[src/rtl/ffo_rr_arbiter.sv]
// Round-robin arbiter: circular find-first-one from a rotating pointer, with a
// hold-until-done grant and a watchdog that forces release after tmo cycles.
module ffo_rr_arbiter #(
  parameter int w   = 4,
  parameter int tmo = 8
) (
  input  logic                 clk,
  input  logic                 rst_n,
  input  logic [0:w-1]         req,
  input  logic                 done,
  output logic [0:w-1]         gnt,
  output logic                 v,
  output logic [0:$clog2(w)-1] p,
  output logic                 err
);

  localparam int PW = $clog2(w);
  localparam int CW = $clog2(tmo + 1);
  localparam logic [PW:0]   W_EXT    = (PW + 1)'(w);
  localparam logic [PW-1:0] P_LAST   = PW'(w - 1);
  localparam logic [CW-1:0] CNT_LAST = CW'(tmo - 1);
  localparam logic [CW-1:0] CNT_MAX  = CW'(tmo);

  typedef enum logic {IDLE = 1'b0, GRANT = 1'b1} state_t;

  state_t        state_q, state_d;
  logic [0:w-1]  gnt_q, gnt_d;
  logic          v_q, v_d;
  logic [PW-1:0] p_q, p_d;
  logic [PW-1:0] ptr_q, ptr_d;
  logic          err_q, err_d;
  logic [CW-1:0] cnt_q, cnt_d;
  logic [PW:0]   search;

  // Returns {found, index}; scanning downward lets the lowest offset win.
  function automatic logic [PW:0] ffo_circ(input logic [0:w-1] r,
                                           input logic [PW-1:0] start);
    logic [PW:0] res;
    logic [PW:0] idx;
    res = '0;
    for (int k = w - 1; k >= 0; k--) begin
      idx = {1'b0, start} + (PW + 1)'(k);
      if (idx >= W_EXT) idx = idx - W_EXT;
      if (r[idx[PW-1:0]]) res = {1'b1, idx[PW-1:0]};
    end
    return res;
  endfunction

  always_comb begin
    state_d = state_q;
    gnt_d   = gnt_q;
    v_d     = v_q;
    p_d     = p_q;
    ptr_d   = ptr_q;
    err_d   = 1'b0;
    cnt_d   = cnt_q;
    search  = ffo_circ(req, ptr_q);
    case (state_q)
      IDLE: begin
        if (search[PW]) begin
          state_d                 = GRANT;
          gnt_d                   = '0;
          gnt_d[search[PW-1:0]]   = 1'b1;
          v_d                     = 1'b1;
          p_d                     = search[PW-1:0];
          cnt_d                   = '0;
        end
      end
      GRANT: begin
        cnt_d = (cnt_q == CNT_MAX) ? cnt_q : cnt_q + CW'(1);
        // done beats withdrawal beats watchdog; only the watchdog flags err
        if (done || !req[p_q] || (cnt_q == CNT_LAST)) begin
          state_d = IDLE;
          gnt_d   = '0;
          v_d     = 1'b0;
          ptr_d   = (p_q == P_LAST) ? '0 : p_q + PW'(1);
          err_d   = !done && req[p_q];
        end
      end
      default: state_d = IDLE;
    endcase
  end

  always_ff @(posedge clk or negedge rst_n) begin
    if (!rst_n) begin
      state_q <= IDLE;
      gnt_q   <= '0;
      v_q     <= 1'b0;
      p_q     <= '0;
      ptr_q   <= '0;
      err_q   <= 1'b0;
      cnt_q   <= '0;
    end else begin
      state_q <= state_d;
      gnt_q   <= gnt_d;
      v_q     <= v_d;
      p_q     <= p_d;
      ptr_q   <= ptr_d;
      err_q   <= err_d;
      cnt_q   <= cnt_d;
    end
  end

  assign gnt = gnt_q;
  assign v   = v_q;
  assign p   = p_q;
  assign err = err_q;

endmodule

[config.mk]
export PLATFORM = sky130hd
export DESIGN_NAME = ffo_rr_arbiter
export DESIGN_NICKNAME = d
export VERILOG_FILES = /design/src/rtl/ffo_rr_arbiter.sv
export SDC_FILE = /design/constraint.sdc
export NUM_CORES = 1
export LEC_CHECK = 0
export BUFFER_PORTS_ARGS = -buffer_cell sky130_fd_sc_hd__buf_2
export CAP_MARGIN = 20
export CORE_MARGIN = 4
export CORE_UTILIZATION = 25
export CTS_CLUSTER_SIZE = 14
export DETAILED_ROUTE_END_ITERATION = 10
export PLACE_DENSITY_LB_ADDON = 0.05
export SLEW_MARGIN = 20
export SYNTH_ARGS = -nofsm -noshare
export SYNTH_HDL_FRONTEND = slang
export SYNTH_SLANG_ARGS = --single-unit
[constraint.sdc]
create_clock -name clk -period 1.98 [get_ports clk]
set_clock_uncertainty 0.05 [all_clocks]
set_input_delay 0.198 -clock clk [delete_from_list [all_inputs] [get_ports clk]]
set_output_delay 0.198 -clock clk [all_outputs]
set_load 0.03 [all_outputs]
==> run metrics <==
critical hold path startpoint=done; CTS buffer count=3; Initial Util=26.5%; IO Count=15; port buffer count=14; internal power=0.000840 W; FFs w/ async S/R, synth=100%; DIE HEIGHT=65.4 um; Switching Share=43.9%; fraction of synthesized area in multiplexers=8.81%; final worst path period share=84.6%; WL/cell=13.0 um; dpl hpwl=1330 um; vias post-DR=600; final setup fails=0; largest cells by area after synthesis=dfrtp_1 (46%), a32o_1 (4.9%), ha_1 (4.6%); Hold Vio Cnt, Final=0; number of core rows=20; Detail Route Antenna Nets=0; area of the multi-input gates=420 um2; register area=375 um2; dominant synthesized flop cell=dfrtp_1; Setup TNS=0 ps; Total Die Area=4280 um2; VDD IR max=0.661 mV; most frequent cell after synthesis=dfrtp_1; synth cell count leaders=dfrtp_1 (15), inv_1 (5), nand2_1 (5); Max Root-Sink Buffers=2; worst reg2reg startpoint=p[1]; Post-Synth XOR/XNOR Area=1.06%; # nets final=101; Hold Crit Class=primary input to register; NetSw=0.000658 W; H-tree depth=1; sequential-to-total area share from yosys stat=45.6%; DRC=0; mapped cell area=823 um2; post-cts resize count=0; Crit Path Max Fanout=5; startpoint types=register; Slew Limit Fails=0; max_cap viols=0; status=completed; aggregate global routing overflow=0; share of the synthesized area in the top cell type=45.6%; worst hold slack=189 ps; DR vias/cell=4.48; Synth warnings=0; DR iter-0 viols=19; vias in the first global route=556; Post-Route WL=1750 um; drt pass-1 iters=4; Least-Margin Pin Slew=601 ps; Power per Cell Area=1530 nW/um2; Clk pwr share=11.6%; Hold Path Cell Cnt=3; max frequency=597 MHz; Post-synth EDFFs=0; CTS sink count=15; Layout area overhead=18.5%; RSZ-0062 raised after global routing=no; Worst EP arrival=1800 ps; # diodes=0; Min-Delay Endpoint=err; share of total power in sequential cells=38.4%; first-pass GRT wire length=2860 um; Synth Instances=73; worst r2r path cells=4; layout cell share with drive strength beyond 1=31.1%; Worst path slowest cell=mux4_2; Synth Area in Simple Gates=13.2%; core area=3100 um2; CTS Root Cell=clkbuf_4; synthesized net count=83; reg2reg setup slack=300 ps; max incr delay on CP=560 ps; leakage=0.450 nW; pre-CTS WS=300 ps; fill count=346; antenna violations before repair=0; Synth area leader=dfrtp_1; Worst Setup End Kind=register; reg2reg end=ptr_q[0]; min setup slack post-route=304 ps; Synth Area in Adders=4.56%; largest net degree at the start of global routing=16; Overall Global Routing Usage=8.92%; GPL Wtd Cong=0.663; kind of critical path=register to register; Final min period=1680 ps; Worst-Skew Late Latency=280 ps; Die W=65.4 um; largest family of logic cells by synthesized area=compound AO/OA/AOI/OAI gates; Seq cells post-synth=15; max_slew headroom=59.8%; Reg clk slew, reported paths=90 ps; CTS tree=yes; critical path cell sequence=mux4_2 > nand2b_4 > o21ai_4 > mux2_4; cell area after layout=976 um2; DP Area=940 um2; Netlist cell types=31; Mean Syn Cell Area=11.3 um2; Compound-Gate Fraction of Synth Area=23.4%; Comb pwr share=49.9%; Critical Path RT=2100 ps
## flip-flops by register name (all words and copies together), names as in the netlist
name	flops
ptr_q	2
cnt_q	4
p	2
v	1
state_q	1
err	1
gnt	4
## cells by family (layout without fill, tap and decap cells)
| family | after synthesis | in the layout |
|---|---|---|
| flops | 15 | 15 |
| mux | 5 | 5 |
| xor+xnor | 1 | 1 |
| simple gates | 19 | 19 |
| compound gates | 23 | 23 |
| buf+inv | 7 | 24 |
| fa+ha+maj | 3 | 3 |
## worst max path at each step
stage / start / end / slack (ps) / cells after the start
CTS: p[1] / ptr_q[0] / 280 / 4
finish: p[1] / ptr_q[0] / 300 / 4
global placement: p[1] / ptr_q[0] / 310 / 4
floorplan: p[1] / ptr_q[0] / 190 / 4
global route: p[1] / ptr_q[0] / 250 / 4
detailed placement: p[1] / ptr_q[0] / 300 / 4
## layout make-up
| class | instances | area share (%) |
|---|---|---|
| multi-input combinational | 51 | 43.1 |
| sequential | 15 | 38.5 |
| tap | 44 | 5.64 |
| clock buffer | 4 | 2.69 |
| inverter | 5 | 1.92 |
| timing repair buffer | 15 | 8.21 |
## per-stage QoR
| step | cells | power [W] | util [%] |
|---|---|---|---|
| floorplan | 73 | 0.00115 | - |
| global placement | 129 | 0.00134 | 30.3 |
| detailed placement | 129 | 0.00133 | 30.3 |
| CTS | 134 | 0.00152 | 31.5 |
| global route | 134 | 0.00163 | 31.5 |
| finish | 134 | 0.00150 | 31.5 |
## timing repair
item / CTS / global route
buffers inserted: 0 / 0
hold endpoints to repair: 15 / 0
setup endpoints to repair: 0 / 0
hold buffers: 1 / 0
## critical path, delay by kind of cell, from the launching register on
family / cells / cell delay (ps)
AND/OR/NAND/NOR: 1 / 130
flip-flops: 1 / 450
AO/OA/AOI/OAI: 1 / 70
multiplexers: 2 / 870
## power by group through the flow
stage	Clock, W	Combinational (W)	Sequential [W]
after global placement	0	0.000753	0.000584
after detailed placement	0	0.000751	0.000582
after floorplan	0	0.000488	0.000661
final	0.000174	0.000748	0.000575
after CTS	0.000186	0.000759	0.000576
after global routing	0.000201	0.000827	0.000600
## metal layers
metal / track usage, % / share of wire (%) / up-vias
li1: - / - / 305
met1: 12.9 / 51 / 281
met2: 12.0 / 43 / 12
met3: 3.76 / 5.1 / 2
met4: 2.33 / 1.1 / 0
met5: 0 / 0 / -
## cell usage in the layout (no fill, tap or decap)
cell type	instances
mux2i_1	2
o21a_1	1
nor3b_1	1
mux4_2	1
or2_2	2
clkbuf_1	1
a32o_1	4
o21ai_1	1
a21boi_0	2
ha_1	3
a21o_2	1
nor2_1	4
inv_1	5
nor2b_1	1
dfrtp_1	15
mux2_4	2
o31ai_4	1
and2_1	1
dlygate4sd3_1	1
o22a_2	1
nor4_2	1
buf_2	14
nand2b_4	1
clkbuf_4	3
nand3_1	2
a22o_1	3
o21ai_0	4
nor4_1	1
xnor2_1	1
nand2_1	5
o22ai_1	2
o21ai_4	1
a21oi_1	2
Note: power is estimated with default switching activity, not from simulation.
